**src/rtl/musb_pkg.sv**
```systemverilog
// Shared definitions for the MUSB memory-access stage.
// - FSM state encodings (legacy localparam values, wrapped in an enum type)
// - big-endian byte-enable constants (4'b1000 selects bits 31:24)
// - default user-mode address limit and bus timeout
package musb_pkg;

  localparam logic [1:0] ST_IDLE = 2'd0;
  localparam logic [1:0] ST_WAIT = 2'd1;
  localparam logic [1:0] ST_DONE = 2'd2;

  typedef enum logic [1:0] {
    S_IDLE = ST_IDLE,
    S_WAIT = ST_WAIT,
    S_DONE = ST_DONE
  } state_t;

  localparam logic [3:0] BE_BYTE0   = 4'b1000;
  localparam logic [3:0] BE_HALF_HI = 4'b1100;
  localparam logic [3:0] BE_HALF_LO = 4'b0011;
  localparam logic [3:0] BE_WORD    = 4'b1111;

  localparam logic [31:0] DEF_USER_LIMIT = 32'h8000_0000;
  localparam int unsigned DEF_TIMEOUT    = 255;

endpackage

```
**src/rtl/musb_load_align.sv**
```systemverilog
// Load lane select and extension (big-endian lanes).
// Ports:
//   i_data     : 32-bit word read from the bus
//   i_addr     : byte offset within the word
//   i_byte     : byte access
//   i_halfword : halfword access (word when neither is set)
//   i_sign_ext : sign-extend instead of zero-extend
//   o_data     : aligned, extended result
module musb_load_align (
  input  logic [31:0] i_data,
  input  logic [1:0]  i_addr,
  input  logic        i_byte,
  input  logic        i_halfword,
  input  logic        i_sign_ext,
  output logic [31:0] o_data
);

  logic [7:0]  w_byte;
  logic [15:0] w_half;

  always_comb begin
    w_byte = '0;
    case (i_addr)
      2'd0: w_byte = i_data[31:24];
      2'd1: w_byte = i_data[23:16];
      2'd2: w_byte = i_data[15:8];
      default: w_byte = i_data[7:0];
    endcase
    w_half = i_addr[1] ? i_data[15:0] : i_data[31:16];

    if (i_byte) begin
      o_data = {{24{i_sign_ext & w_byte[7]}}, w_byte};
    end else if (i_halfword) begin
      o_data = {{16{i_sign_ext & w_half[15]}}, w_half};
    end else begin
      o_data = i_data;
    end
  end

endmodule

```
**src/rtl/musb_memory_access.sv**
```systemverilog
// MEM-stage data-port initiator.
// Takes the EX->MEM register outputs, checks alignment/protection and LL/SC
// link state, runs one ready/error handshake on the data port and returns
// aligned load data or the SC result. Stalls the pipeline while the access
// is outstanding and releases it for exactly one cycle (DONE) on completion.
// Ports:
//   clk, rst (async, active-low)
//   mem_*            : pipeline-side request and result signals
//   llsc_clear       : drop the LL link (ERET/exception)
//   dport_*          : data bus request / response
//   exc_address_*    : combinational alignment/protection exceptions
//   exc_bus_error    : one-cycle pulse on bus error or timeout
module musb_memory_access
  import musb_pkg::*;
#(
  parameter logic [31:0] USER_LIMIT = DEF_USER_LIMIT,
  parameter int unsigned TIMEOUT    = DEF_TIMEOUT
) (
  input  logic        clk,
  input  logic        rst,
  input  logic [31:0] mem_address,
  input  logic [31:0] mem_store_data,
  input  logic        mem_read,
  input  logic        mem_write,
  input  logic        mem_byte,
  input  logic        mem_halfword,
  input  logic        mem_sign_ext,
  input  logic        mem_llsc,
  input  logic        mem_kernel_mode,
  input  logic        mem_flush,
  input  logic        llsc_clear,
  output logic [31:0] dport_address,
  output logic [31:0] dport_data_o,
  output logic [3:0]  dport_be,
  output logic        dport_we,
  output logic        dport_enable,
  input  logic [31:0] dport_data_i,
  input  logic        dport_ready,
  input  logic        dport_error,
  output logic [31:0] mem_read_data,
  output logic        mem_sc_fail,
  output logic        mem_stall_req,
  output logic        exc_address_load,
  output logic        exc_address_store,
  output logic        exc_bus_error
);

  localparam logic [7:0] LP_TIMEOUT = 8'(TIMEOUT);

  state_t      r_state;
  logic [31:0] r_addr;
  logic [31:0] r_data;
  logic [3:0]  r_be;
  logic        r_we;
  logic        r_enable;
  logic        r_byte;
  logic        r_halfword;
  logic        r_sign_ext;
  logic        r_is_read;
  logic        r_is_ll;
  logic        r_is_sc;
  logic        r_flushed;
  logic [7:0]  r_count;
  logic [31:0] r_read_data;
  logic        r_bus_err;
  logic        r_llsc_valid;
  logic [29:0] r_llsc_addr;

  logic        w_valid;
  logic        w_misaligned;
  logic        w_protected;
  logic        w_exc;
  logic        w_sc_fail;
  logic        w_idle_op;
  logic        w_start;
  logic [3:0]  w_be;
  logic [31:0] w_store;
  logic [31:0] w_load;
  logic        w_flush_now;
  logic        w_fail;
  logic        w_complete;

  musb_load_align u_align (
    .i_data     (dport_data_i),
    .i_addr     (r_addr[1:0]),
    .i_byte     (r_byte),
    .i_halfword (r_halfword),
    .i_sign_ext (r_sign_ext),
    .o_data     (w_load)
  );

  always_comb begin
    w_valid      = (mem_read | mem_write) & ~mem_flush;
    w_misaligned = (mem_halfword & mem_address[0]) |
                   (~mem_byte & ~mem_halfword & (|mem_address[1:0]));
    w_protected  = ~mem_kernel_mode & (mem_address >= USER_LIMIT);
    w_exc        = w_misaligned | w_protected;
    w_sc_fail    = mem_write & mem_llsc &
                   (~r_llsc_valid | (r_llsc_addr != mem_address[31:2]));
    // Gated by rst so every output reads 0 while reset is held.
    w_idle_op    = rst & (r_state == S_IDLE) & w_valid;
    w_start      = w_idle_op & ~w_exc & ~w_sc_fail;

    if (mem_byte) begin
      w_be    = BE_BYTE0 >> mem_address[1:0];
      w_store = {4{mem_store_data[7:0]}};
    end else if (mem_halfword) begin
      w_be    = mem_address[1] ? BE_HALF_LO : BE_HALF_HI;
      w_store = {2{mem_store_data[15:0]}};
    end else begin
      w_be    = BE_WORD;
      w_store = mem_store_data;
    end

    w_flush_now = r_flushed | mem_flush;
    w_fail      = dport_error | (r_count == LP_TIMEOUT);
    w_complete  = (r_state == S_WAIT) & dport_ready & ~w_fail & ~w_flush_now;

    exc_address_load  = w_idle_op & w_exc & mem_read;
    exc_address_store = w_idle_op & w_exc & mem_write;
    mem_sc_fail       = w_idle_op & ~w_exc & w_sc_fail;
    mem_stall_req     = w_start | (rst & (r_state == S_WAIT));
    mem_read_data     = mem_sc_fail ? '0 : r_read_data;
  end

  assign dport_address = {r_addr[31:2], 2'b00};
  assign dport_data_o  = r_data;
  assign dport_be      = r_be;
  assign dport_we      = r_we;
  assign dport_enable  = r_enable;
  assign exc_bus_error = r_bus_err;

  always_ff @(posedge clk or negedge rst) begin
    if (!rst) begin
      r_state     <= S_IDLE;
      r_addr      <= '0;
      r_data      <= '0;
      r_be        <= '0;
      r_we        <= 1'b0;
      r_enable    <= 1'b0;
      r_byte      <= 1'b0;
      r_halfword  <= 1'b0;
      r_sign_ext  <= 1'b0;
      r_is_read   <= 1'b0;
      r_is_ll     <= 1'b0;
      r_is_sc     <= 1'b0;
      r_flushed   <= 1'b0;
      r_count     <= '0;
      r_read_data <= '0;
      r_bus_err   <= 1'b0;
    end else begin
      case (r_state)
        S_IDLE: begin
          r_bus_err <= 1'b0;
          if (mem_sc_fail) begin
            r_read_data <= '0;
          end
          if (w_start) begin
            r_addr     <= mem_address;
            r_data     <= w_store;
            r_be       <= w_be;
            r_we       <= mem_write;
            r_enable   <= 1'b1;
            r_byte     <= mem_byte;
            r_halfword <= mem_halfword;
            r_sign_ext <= mem_sign_ext;
            r_is_read  <= mem_read;
            r_is_ll    <= mem_read & mem_llsc;
            r_is_sc    <= mem_write & mem_llsc;
            r_flushed  <= 1'b0;
            r_count    <= '0;
            r_state    <= S_WAIT;
          end
        end
        S_WAIT: begin
          r_count   <= r_count + 8'd1;
          r_flushed <= w_flush_now;
          // A flushed access still runs to completion on the bus, but its
          // result and any error are dropped and DONE is skipped.
          if (w_fail) begin
            r_enable  <= 1'b0;
            r_we      <= 1'b0;
            r_bus_err <= ~w_flush_now;
            r_state   <= w_flush_now ? S_IDLE : S_DONE;
          end else if (dport_ready) begin
            r_enable <= 1'b0;
            r_we     <= 1'b0;
            if (!w_flush_now && (r_is_read || r_is_sc)) begin
              r_read_data <= r_is_sc ? 32'd1 : w_load;
            end
            r_state <= w_flush_now ? S_IDLE : S_DONE;
          end
        end
        S_DONE: begin
          r_bus_err <= 1'b0;
          r_state   <= S_IDLE;
        end
        default: r_state <= S_IDLE;
      endcase
    end
  end

  always_ff @(posedge clk or negedge rst) begin
    if (!rst) begin
      r_llsc_valid <= 1'b0;
      r_llsc_addr  <= '0;
    end else if (llsc_clear) begin
      r_llsc_valid <= 1'b0;
    end else if (w_complete) begin
      if (r_is_ll) begin
        r_llsc_valid <= 1'b1;
        r_llsc_addr  <= r_addr[31:2];
      end else if (r_we && (r_is_sc || (r_addr[31:2] == r_llsc_addr))) begin
        r_llsc_valid <= 1'b0;
      end
    end
  end

endmodule

```
**config.mk**
```make
export PLATFORM = sky130hd
export DESIGN_NAME = musb_memory_access
export DESIGN_NICKNAME = d
export VERILOG_FILES = /design/src/rtl/musb_pkg.sv /design/src/rtl/musb_load_align.sv /design/src/rtl/musb_memory_access.sv
export SDC_FILE = /design/constraint.sdc
export NUM_CORES = 1
export LEC_CHECK = 0
export BUFFER_PORTS_ARGS = -buffer_cell sky130_fd_sc_hd__buf_2
export CAP_MARGIN = 25
export CORE_MARGIN = 4
export CORE_UTILIZATION = 50
export CTS_BUF_LIST = sky130_fd_sc_hd__clkbuf_2 sky130_fd_sc_hd__clkbuf_4 sky130_fd_sc_hd__clkbuf_8
export CTS_CLUSTER_SIZE = 8
export DETAILED_ROUTE_END_ITERATION = 6
export PLACE_DENSITY = 0.76
export SLEW_MARGIN = 20
export SYNTH_ARGS = -nofsm -noshare
export SYNTH_HDL_FRONTEND = slang
export SYNTH_SLANG_ARGS = --single-unit
```
**constraint.sdc**
```tcl
create_clock -name clk -period 2.5 [get_ports clk]
set_clock_uncertainty 0.1 [all_clocks]
set_input_delay 0.125 -clock clk [delete_from_list [all_inputs] [get_ports clk]]
set_output_delay 0.125 -clock clk [all_outputs]
set_load 0.02 [all_outputs]
```
==> reports/metrics.csv, run 1 <==
metric;value;unit
cts_inserted_buffers;17;
yosysTopAreaCellShare;45.67;%
clock_slew_seen_by_the_registers_of_the_worst_setup_and_hold_paths;0.09;ns
clock_insertion_delay_worst_skew;0.44;ns
final_min_period_over_clock_period;105.0;%
fmax;0.3808;GHz
final_hold_viol_count;0;
min_period;2.626;ns
initial_cell_density_of_the_core;51.53;%
drc;0;
largest_net_degree_at_the_start_of_global_routing;153;
synth.yosys.seq_area_share;45.67;%
floorplan.io_pins;216;
layout_setup_ws;-0.1259;ns
power_density;868.8;nW/µm²
timing.rr.end;r_addr[12];
yosys_most_used_dff;sky130_fd_sc_hd__dfrtp_1;
postSynth.asyncResetShare;100.0;%
rows;46;
cell_type_with_the_largest_total_area_after_synthesis;sky130_fd_sc_hd__dfrtp_1;
chipWidth;136.6;µm
whs_path_depth;4;
max_cap_viol_count;0;
vdd.ir_drop.worst;0.4967;mV
netlist-cell-type-count;48;
dpl_cell_area;9464;µm²
avgSynthCellArea;10.66;µm²
synthAdderAreaFrac;0.1512;%
min_to;dport_data_o[31];
critical_path.endpoint_type;output port;
ys_ff_latch;151;
report.final.setup_viol;34;
vias_per_cell;5.474;
grt.overflow.total;0;
preCtsSetupSlack;-0.02873;ns
crit_chain;xor2_2 > nor4_4 > buf_4 > nand4_4 > nand3_4 > buf_12 > buf_16 > and2_4 > buf_6;
synth.area.top_cells;sky130_fd_sc_hd__dfrtp_1 (46%), sky130_fd_sc_hd__mux2_2 (7.8%), sky130_fd_sc_hd__mux2_1 (6.8%);
route.final.wire_length;24610;µm
via_count_of_the_first_global_routing_pass;7246;
vias;7007;
hpwlAfterDp;15190;µm
combinational_fraction_of_design_power;39.4;%
synth_top_family_by_area;multiplexers;
grt.total_usage;25.91;%
design_area;11260;µm²
portion_of_total_power_attributed_to_sequential_cells;37.6;%
hold_path.startpoint;mem_store_data[31];
gp_congestion;0.8396;
power.static_leakage;5.339;nW
start_kind;flip-flop;
area_added_between_synthesis_and_finish;36.08;%
syn_inst;776;
synth_warnings;0;
fin_nets;1160;
wl_per_cell;19.23;µm
critical_path_required;2.28;ns
parity_gate_share_of_the_synthesized_area_counting_xor_and_xnor_cells;6.457;%
netlist_area_pre_place;8274;µm²
grt_antenna_before_repair;2;
chipHeight;136.6;µm
ff2ff_path_depth;8;
drt_iter0_drc;492;
unrepaired_setup_endpoints_after_global_routing;true;
floorplan.core_area;16060;µm²
max_slew_margin;42.33;%
worst_margin_pin_slew;0.8650;ns
sw_frac_of_total;35.96;%
cts_tree;done;
buffer_ports.inserted;213;
numClockSinks;151;
drtAntennaViolNets;0;
timing.critical_path.fanout_max;8;
run_status;complete, but fails checks;
timing.setup.critical_path_class;flip-flop to output port;
regToRegStartpoint;r_llsc_addr[21];
critical-path-max-stage-delay;0.43;ns
synth_compound_gate_area_share;10.54;%
number_of_h_tree_levels;4;
clockPowerShare;23.0;%
synth.area.mux_share;20.49;%
critPathArrivalTime;2.40;ns
power.internal;6.265;mW
violations_in_the_final_reports;setup timing;
synth-simple-area-share;10.07;%
clock_buffer_depth;2;
drive_gt1_share;37.61;%
detail_route.first_pass.iterations;5;
timing.hold.worst.class;primary input to flip-flop;
grt_first_pass_wirelength;38070;µm
clockRootBuffer;sky130_fd_sc_hd__clkbuf_8;
report.final.slew_viol_count;0;
r2r_slack;0.02;ns
power_switching;3.517;mW
design.die.area;18670;µm²
crit_slowest_cell;sky130_fd_sc_hd__dfrtp_1;
synth-edff-count;0;
power.total;9.782;mW
-- Yosys cell counts, drive strengths merged, types with 8 or more instances --
cell type  instances
mux2i             31
xnor2             43
inv               18
a22oi              9
o21ai             83
nor2              20
nand2             56
and2              36
clkbuf            20
mux4               8
dfrtp            151
xor2              18
nor3               8
nand4             13
a21oi             55
mux2             107
buf               55
-- power groups by stage --
stage	clock network [mW]	registers, mW	logic, mW
floorplan	0	3.78	2.08
global placement	0	3.64	3.12
detailed placement	0	3.67	3.19
CTS	2.28	3.64	3.73
global route	2.38	3.77	4.14
finish	2.25	3.68	3.86
-- per-stage QoR --
stage	utilization, %	hold slack (ns)	instances	setup TNS (ns)
after floorplan	-	-0.2706	777	0
after global placement	58.94	0.2045	1160	0
after detailed placement	58.94	0.2070	1160	-0.5721
after CTS	69.09	0.0008173	1273	-5.248
after global routing	70.10	0.02620	1279	-12.34
final	70.12	0.02121	1280	-2.496
-- repair_timing --
item,CTS,global route
gates cloned,2,3
hold buffers,73,0
setup buffers,8,2
setup endpoints to repair,103,133
pin swaps,22,17
resized for setup,94,25
endpoints found under the hold margin,227,0
-- worst max path at each step --
stage / cells past startpoint / end / startpoint
global route: 8 / mem_stall_req / r_llsc_addr[21]
floorplan: 8 / r_llsc_addr[0] / r_count[0]
global placement: 7 / dport_data_o[2] / r_llsc_addr[19]
CTS: 9 / mem_read_data[29] / r_llsc_addr[19]
finish: 9 / mem_read_data[9] / r_llsc_addr[21]
detailed placement: 7 / dport_data_o[16] / r_llsc_addr[1]
-- state kept, by name, indices dropped and copies added, names as in the netlist --
| signal | cells |
|---|---|
| dport_data_o | 32 |
| r_addr | 32 |
| r_read_data | 32 |
| r_llsc_addr | 30 |
| r_count | 8 |
| dport_be | 4 |
| r_state | 2 |
| dport_enable | 1 |
| dport_we | 1 |
| exc_bus_error | 1 |
| r_byte | 1 |
| r_flushed | 1 |
| r_halfword | 1 |
| r_is_ll | 1 |
| r_is_read | 1 |
| r_is_sc | 1 |
| r_llsc_valid | 1 |
| r_sign_ext | 1 |
-- cells in the final DEF, fill, tap and decap left out, drive strengths merged, types with 2 or more instances in the layout --
cell,count
o22a,2
mux2i,31
or3,3
mux4,8
xnor2,43
nor2b,3
nor2,20
conb,2
a21oi,55
nand3,7
and2,36
a22oi,9
and3,3
nor4,7
clkinv,2
dlygate4sd3,73
xor2,18
nor3,8
clkinvlp,3
o21ai,83
nand4,13
a31oi,2
nand2b,4
mux2,107
dfrtp,151
a21boi,2
nand2,56
buf,254
inv,19
clkbuf,20
bufinv,6
diode,3
-- routing by layer --
metal	up-vias	wire [µm]	track usage (%)
li1	3242	-	-
met1	3460	9770	32.52
met2	261	12530	44.06
met3	44	1719	5.404
met4	0	588	9.798
met5	-	0	0
-- worst max-delay path, delay by kind of cell (launching register included) --
| kind | cells | cell delay (ns) |
|---|---|---|
| flops | 1 | 0.43 |
| buf+inv | 4 | 0.54 |
| xor+xnor | 1 | 0.18 |
| simple gates | 4 | 0.80 |
-- cell type report --
cell class	instances	area (µm²)
sequential	151	3779
multi-input combinational	533	4133
fill	1116	4798
timing repair buffer	329	2530
clock buffer	18	247.7
antenna	3	7.507
clock inverter	12	225.2
inverter	18	67.56
tap	216	270.3
-- cell families (layout without fill, tap and decap cells) --
group	count (synthesis)	in the layout
and+or+nand+nor	163	163
AOI/OAI and AO/OA	160	160
DFF	151	151
muxes	146	146
buffers and inverters	93	377
xor gates and xnor gates	61	61
adders and majority gates	1	1
other	1	5
Note: power is estimated with default switching activity, not from simulation.
==> run 2: changes to the inputs <==
--- a/config.mk
+++ b/config.mk
@@ -16,4 +16,5 @@
 export SLEW_MARGIN = 20
 export SYNTH_ARGS = -nofsm -noshare
 export SYNTH_HDL_FRONTEND = slang
+export SYNTH_HIERARCHICAL = 1
 export SYNTH_SLANG_ARGS = --single-unit
==> run 2 against run 1 <==
The flow still finishes with violations (setup timing). Largest cell class unchanged. Register-to-register slack worse by 0.39 ns. Synthesized area up 5.2%. Critical path depth up 1. Highest routed layer unchanged.
==> reports/metrics.csv, run 2 <==
metric;value;unit;change
run_status;complete, but fails checks;;
violations_in_the_final_reports;setup timing;;
hpwlAfterDp;15350;µm;+1.0%
critPathArrivalTime;3.12;ns;+0.72 ns
floorplan.io_pins;216;;unchanged
grt-busiest-layer;met2;;
grt_first_pass_wirelength;39320;µm;+3.3%
clock_buffer_depth;2;;unchanged
gr-usage-met1;31.63;%;-0.89 points
met3_usage;5.147;%;-0.26 points
timing.setup.critical_path_class;flip-flop to flip-flop;;
combinational_fraction_of_design_power;38.3;%;-1.1 points
max_slew_margin;44.58;%;+2.2 points
grt_antenna_before_repair;0;;-2
netlist_area_pre_place;8708;µm²;+5.2%
floorplan.core_area;16820;µm²;+4.7%
power_switching;3.145;mW;-11%
sw_frac_of_total;36.34;%;+0.39 points
post-synth-top-count-cell;sky130_fd_sc_hd__dfrtp_1;;
syn_inst;783;;+0.90%
initial_cell_density_of_the_core;51.78;%;+0.25 points
final_common_cell;sky130_fd_sc_hd__buf_2;;
clock_insertion_delay_worst_skew;0.46;ns;+0.02 ns
timing.critical_path.fanout_max;7;;-1
rows;47;;+2.2%
worst_margin_pin_slew;0.8313;ns;-0.03368 ns
numClockSinks;151;;unchanged
start_kind;flip-flop;;
detail_route.first_pass.iterations;5;;unchanged
chipWidth;140.0;µm;+2.4%
critical_path.endpoint_type;flip-flop;;
chipHeight;140.0;µm;+2.4%
timing.setup.tns;-30.25;ns;-27.75 ns
drt_iter0_drc;514;;+4.5%
vias_per_cell;5.376;;-1.8%
r2r_slack;-0.37;ns;-0.39 ns
power.static_leakage;5.889;nW;+10%
min_period;2.873;ns;+0.2472 ns
area_added_between_synthesis_and_finish;39.44;%;
clockRootBuffer;sky130_fd_sc_hd__clkbuf_8;;
gp_congestion;0.8570;;+2.1%
drive_gt1_share;42.12;%;+4.5 points
synth_warnings;6;;+6
parity_gate_share_of_the_synthesized_area_counting_xor_and_xnor_cells;6.135;%;-0.32 points
synth_top_family_by_area;multiplexers;;
report.final.setup_viol;117;;+240%
final_hold_viol_count;0;;unchanged
route.final.wire_length;25580;µm;+3.9%
portion_of_total_power_attributed_to_sequential_cells;39.6;%;+2.0 points
clock_slew_seen_by_the_registers_of_the_worst_setup_and_hold_paths;0.09;ns;about the same
report.final.slew_viol_count;0;;unchanged
cts_inserted_buffers;17;;unchanged
ys_ff_latch;151;;unchanged
via_count_of_the_first_global_routing_pass;7515;;+3.7%
wl_per_cell;18.95;µm;-1.4%
cts_tree;done;;
buffer_ports.inserted;213;;unchanged
max_cap_viol_count;0;;unchanged
synth-edff-count;0;;unchanged
clockPowerShare;22.1;%;-0.9 points
design.die.area;19590;µm²;+4.9%
synth.cells.most_frequent;sky130_fd_sc_hd__dfrtp_1 (151), sky130_fd_sc_hd__mux2_2 (59), sky130_fd_sc_hd__mux2_4 (52);;
power_density;712.7;nW/µm²;-18%
avgSynthCellArea;11.12;µm²;+4.3%
unrepaired_setup_endpoints_after_global_routing;true;;
synth.area.top_cells;sky130_fd_sc_hd__dfrtp_1 (43%), sky130_fd_sc_hd__mux2_4 (9.0%), sky130_fd_sc_hd__mux2_2 (7.6%);;
critical_path_required;2.75;ns;+0.47 ns
synthAdderAreaFrac;0.1437;%;-0.0075 points
vias;7257;;+3.6%
drtAntennaViolNets;0;;unchanged
layout_common_cells;sky130_fd_sc_hd__buf_2 (178), sky130_fd_sc_hd__dfrtp_1 (151), sky130_fd_sc_hd__dlygate4sd3_1 (95), sky130_fd_sc_hd__buf_4 (77), sky130_fd_sc_hd__mux2_2 (59);;
timing.hold.worst.class;primary input to flip-flop;;
yosys_most_used_dff;sky130_fd_sc_hd__dfrtp_1;;
synth_compound_gate_area_share;8.621;%;-1.9 points
synth-simple-area-share;14.01;%;+3.9 points
grt.overflow.total;0;;unchanged
layout_setup_ws;-0.3730;ns;-0.2472 ns
postSynth.asyncResetShare;100.0;%;unchanged
fmax;0.3481;GHz;-8.6%
drc;0;;unchanged
netlist-cell-type-count;53;;+10%
fin_nets;1227;;+5.8%
power.internal;5.509;mW;-12%
largest_net_degree_at_the_start_of_global_routing;153;;unchanged
met2_usage;42.31;%;-1.7 points
vdd.ir_drop.worst;0.5137;mV;+3.4%
cell_type_with_the_largest_total_area_after_synthesis;sky130_fd_sc_hd__dfrtp_1;;
insertedDiodeCount;0;;-3
yosysTopAreaCellShare;43.39;%;-2.3 points
hold_ws;0.02786;ns;+0.006651 ns
synth.area.mux_share;20.62;%;+0.13 points
final_min_period_over_clock_period;114.9;%;+9.9 points
number_of_h_tree_levels;4;;unchanged
synth.yosys.seq_area_share;43.39;%;-2.3 points
grt.total_usage;25.03;%;-0.87 points
==> run 2: changes by cell type in the layout (fill, tap and decap cells not counted), moves of 27 or more <==
cell | before | now
sky130_fd_sc_hd__nand2b_1 | 4 | 37
sky130_fd_sc_hd__nor2_1 | 18 | 45
sky130_fd_sc_hd__a211oi_1 | 0 | 40
sky130_fd_sc_hd__mux2_4 | 0 | 52
sky130_fd_sc_hd__a21oi_1 | 54 | 6
sky130_fd_sc_hd__o21ai_0 | 82 | 33
sky130_fd_sc_hd__buf_4 | 27 | 77
sky130_fd_sc_hd__mux2_1 | 50 | 0
sky130_fd_sc_hd__and2_4 | 29 | 0
==> run 2: kinds of logic (layout without fill, tap and decap cells) <==
group | Yosys count | count (layout)
xor+xnor | 61 | 61
flops | 151 | 151
mux | 146 | 146
compound gates | 105 | 105
buf+inv | 91 | 437
simple gates | 227 | 227
other cells | 1 | 2
fa+ha+maj | 1 | 1
==> run 2: critical path, cell delays in order, from the launching register on <==
cell and delay (ns):
sky130_fd_sc_hd__dfrtp_1 0.40, sky130_fd_sc_hd__xor2_1 0.17, sky130_fd_sc_hd__nor4_2 0.33, sky130_fd_sc_hd__nand2_1 0.12, sky130_fd_sc_hd__or4_4 0.52, sky130_fd_sc_hd__a31oi_4 0.23, sky130_fd_sc_hd__buf_4 0.15, sky130_fd_sc_hd__buf_6 0.13
sky130_fd_sc_hd__buf_12 0.14, sky130_fd_sc_hd__clkbuf_16 0.16, sky130_fd_sc_hd__mux2_2 0.33
==> run 2: area by class of cell <==
type / instances / area (µm²)
clock buffers: 19 / 249.0
repair buffers: 393 / 3143
fillers: 1158 / 4676
clock inverters: 13 / 146.4
well taps: 220 / 275.3
multi-input cells: 542 / 4506
inverters: 12 / 45.04
flip-flops and latches: 151 / 3779
==> run 2: final timing paths <==
| check | from | depth (start not counted) | end |
|---|---|---|---|
| max in group asynchronous | rst | 3 | r_llsc_addr[25] |
| hold reg to reg | dport_data_o[23] | 1 | dport_data_o[23] |
| setup reg to reg | r_llsc_addr[25] | 10 | dport_data_o[13] |
| setup / recovery | r_llsc_addr[25] | 10 | dport_data_o[13] |
| min in group asynchronous | rst | 3 | r_read_data[12] |
| hold / removal | mem_store_data[13] | 4 | dport_data_o[13] |
==> run 2: timing repair <==
action                                  in CTS  in global routing
resized for setup                           54                 57
gates cloned                                 3                  7
endpoints found under the setup margin     117                176
pin swaps                                    2                  3
hold buffers                                94                  1
setup buffers                                4                  7
hold endpoints to repair                   247                  1
==> run 2: metal layers <==
metal | wire [µm] | part of all wire, % | vias to the layer above
met2 | 12980 | 51 | 261
met4 | 736 | 2.9 | 0
li1 | - | - | 3403
met1 | 10660 | 42 | 3542
met5 | 0 | 0 | -
met3 | 1202 | 4.7 | 51
==> run 2: power by group through the flow <==
stage | clock (mW) | combinational, mW | sequential (mW)
after floorplan | 0 | 2.09 | 3.56
after global placement | 0 | 2.94 | 3.43
after detailed placement | 0 | 3.00 | 3.44
after CTS | 1.94 | 3.20 | 3.40
after global routing | 2.05 | 3.58 | 3.50
final | 1.91 | 3.32 | 3.43
==> run 2: metrics by stage <==
step	instances	util, %	power, mW	worst slack (ns)	instance area (µm²)
finish	1350	72.20	8.654	-0.3730	12140
global route	1350	72.20	9.137	-0.4614	12140
CTS	1335	69.54	8.549	-0.3484	11700
detailed placement	1202	59.86	6.435	-0.2203	10070
global placement	1202	59.86	6.364	-0.1649	10070
floorplan	784	-	5.650	0.04522	8712
==> run 3: changes to the inputs <==
--- a/config.mk
+++ b/config.mk
@@ -12,9 +12,11 @@
 export CTS_BUF_LIST = sky130_fd_sc_hd__clkbuf_2 sky130_fd_sc_hd__clkbuf_4 sky130_fd_sc_hd__clkbuf_8
 export CTS_CLUSTER_SIZE = 8
 export DETAILED_ROUTE_END_ITERATION = 6
+export HOLD_SLACK_MARGIN = 0.06
 export PLACE_DENSITY = 0.76
 export SLEW_MARGIN = 20
 export SYNTH_ARGS = -nofsm -noshare
 export SYNTH_HDL_FRONTEND = slang
 export SYNTH_HIERARCHICAL = 1
 export SYNTH_SLANG_ARGS = --single-unit
+export TNS_END_PERCENT = 100
==> run 3 against run 2 <==
The flow still finishes with violations (setup timing). Clock power about the same. Critical path depth unchanged. Worst hold slack better by 0.084 ns. First-iteration DRC count up 5.6%. Sequential power about the same. Critical path type unchanged.
==> reports/metrics.csv, run 3 (synthesis results as in run 2) <==
metric;value;unit;change
route.final.wire_length;26950;µm;+5.4%
worst_margin_pin_slew;0.8362;ns;+0.004860 ns
power.static_leakage;6.030;nW;+2.4%
number_of_h_tree_levels;4;;unchanged
area_added_between_synthesis_and_finish;43.35;%;
preCtsSetupSlack;-0.2203;ns;unchanged
clock_buffer_depth;2;;unchanged
detail_route.first_pass.iterations;5;;unchanged
clockRootBuffer;sky130_fd_sc_hd__clkbuf_8;;
grt.total_usage;25.22;%;+0.18 points
drive_gt1_share;43.58;%;+1.5 points
start_kind;flip-flop;;
clock_insertion_delay_worst_skew;0.46;ns;about the same
chipHeight;140.0;µm;unchanged
timing.setup.tns;-32.78;ns;-2.534 ns
via_count_of_the_first_global_routing_pass;7622;;+1.4%
timing.critical_path.fanout_max;7;;unchanged
insertedDiodeCount;0;;unchanged
grt_first_pass_wirelength;39660;µm;+0.88%
fin_nets;1249;;+1.8%
run_status;complete, but fails checks;;
violations_in_the_final_reports;setup timing;;
timing.setup.critical_path_class;flip-flop to flip-flop;;
design.die.area;19590;µm²;unchanged
final-instance-count-excl-fill;1372;;+1.6%
floorplan.core_area;16820;µm²;unchanged
drt_iter0_drc;543;;+5.6%
drc;0;;unchanged
report.final.slew_viol_count;0;;unchanged
layout_setup_ws;-0.3772;ns;-0.004210 ns
timing.hold.worst.class;primary input to flip-flop;;
power_density;703.1;nW/µm²;-1.3%
max_slew_margin;44.25;%;-0.32 points
max_cap_viol_count;0;;unchanged
whs_path_depth;4;;unchanged
final_hold_viol_count;0;;unchanged
power.total;8.777;mW;+1.4%
floorplan.io_pins;216;;unchanged
grt_antenna_before_repair;0;;unchanged
unrepaired_setup_endpoints_after_global_routing;true;;
critPathArrivalTime;3.12;ns;about the same
grt.overflow.total;0;;unchanged
critical_path.endpoint_type;flip-flop;;
fmax;0.3476;GHz;-0.15%
critical_path_required;2.74;ns;about the same
clock_slew_seen_by_the_registers_of_the_worst_setup_and_hold_paths;0.09;ns;about the same
wl_per_cell;19.64;µm;+3.7%
report.final.setup_viol;129;;+10%
initial_cell_density_of_the_core;51.78;%;unchanged
hpwlAfterDp;15350;µm;unchanged
final_min_period_over_clock_period;115.1;%;+0.17 points
layout_common_cells;sky130_fd_sc_hd__buf_2 (178), sky130_fd_sc_hd__dfrtp_1 (151), sky130_fd_sc_hd__dlygate4sd3_1 (110), sky130_fd_sc_hd__buf_4 (82), sky130_fd_sc_hd__mux2_2 (59);;
chipWidth;140.0;µm;unchanged
vias;7446;;+2.6%
numClockSinks;151;;unchanged
final_common_cell;sky130_fd_sc_hd__buf_2;;
vias_per_cell;5.427;;+0.96%
ff2ff_path_depth;10;;unchanged
placedCellCount;1202;;unchanged
gp_congestion;0.8570;;unchanged
cts_inserted_buffers;17;;unchanged
rows;47;;unchanged
min_period;2.877;ns;+0.004210 ns
cts_tree;done;;
vdd.ir_drop.worst;0.5410;mV;+5.3%
largest_net_degree_at_the_start_of_global_routing;153;;unchanged
buffer_ports.inserted;213;;unchanged
drtAntennaViolNets;0;;unchanged
[run 3: cell count changes in the layout (fill, tap and decap cells not counted), moves of 3 or more]
| cell | previous run | this run |
|---|---|---|
| sky130_fd_sc_hd__a211oi_2 | 0 | 17 |
| sky130_fd_sc_hd__dlygate4sd3_1 | 95 | 110 |
| sky130_fd_sc_hd__nor2b_2 | 7 | 4 |
| sky130_fd_sc_hd__a211oi_1 | 40 | 23 |
| sky130_fd_sc_hd__nor2b_4 | 9 | 13 |
| sky130_fd_sc_hd__buf_4 | 77 | 82 |
[run 3: final timing paths]
path                            slack, ns          endpoint                from
worst min register to register       0.41  dport_data_o[23]    dport_data_o[23]
worst max-delay path                -0.38  dport_data_o[13]      r_llsc_addr[2]
worst min-delay path                 0.11  dport_data_o[15]  mem_store_data[15]
min in group asynchronous            0.30   r_read_data[12]                 rst
worst max register to register      -0.38  dport_data_o[13]      r_llsc_addr[2]
max in group asynchronous            1.38         r_addr[7]                 rst
[run 3: per-stage QoR]
stage / util (%) / cell area (µm²) / hold WS (ns)
after floorplan: - / 8712 / -0.2706
after global placement: 59.86 / 10070 / 0.2045
after detailed placement: 59.86 / 10070 / 0.2145
after CTS: 70.49 / 11860 / 0.06559
after global routing: 74.22 / 12480 / 0.09093
final: 74.22 / 12480 / 0.1114
[run 3: critical path: stages, from the launching register on]
cell and delay, ns:
sky130_fd_sc_hd__dfrtp_1 0.40, sky130_fd_sc_hd__xor2_1 0.17, sky130_fd_sc_hd__nor4_2 0.31, sky130_fd_sc_hd__nand4_1 0.18, sky130_fd_sc_hd__or4_4 0.47, sky130_fd_sc_hd__a31oi_4 0.23, sky130_fd_sc_hd__buf_4 0.15, sky130_fd_sc_hd__buf_6 0.12
sky130_fd_sc_hd__buf_12 0.14, sky130_fd_sc_hd__clkbuf_16 0.16, sky130_fd_sc_hd__mux2_2 0.34
[run 3: final cells by class]
class	instances	area, µm²
multi-input cells	542	4618
fillers	1074	4335
flip-flops and latches	151	3779
repair buffers	415	3371
well taps	220	275.3
clock buffers	19	249.0
clock inverters	13	146.4
inverters	12	45.04
[run 3: what timing repair did]
action	CTS	global route
setup buffers	4	13
pin swaps	2	7
endpoints found under the setup margin	117	173
hold buffers	110	0
hold endpoints to repair	260	0
resized for setup	54	81
gates cloned	3	9
[run 3: where the power goes]
group / switching, mW / total [mW] / internal (mW)
Clock: 0.994 / 1.91 / 0.919
Combinational: 1.74 / 3.43 / 1.69
Sequential: 0.493 / 3.44 / 2.94
Total: 3.23 / 8.78 / 5.55
[run 3: metal layers]
layer | share of wire, % | track usage, %
met4 | 3.0 | 10.61
met3 | 5.5 | 5.556
met2 | 51 | 41.88
met5 | 0 | 0
met1 | 40 | 31.96
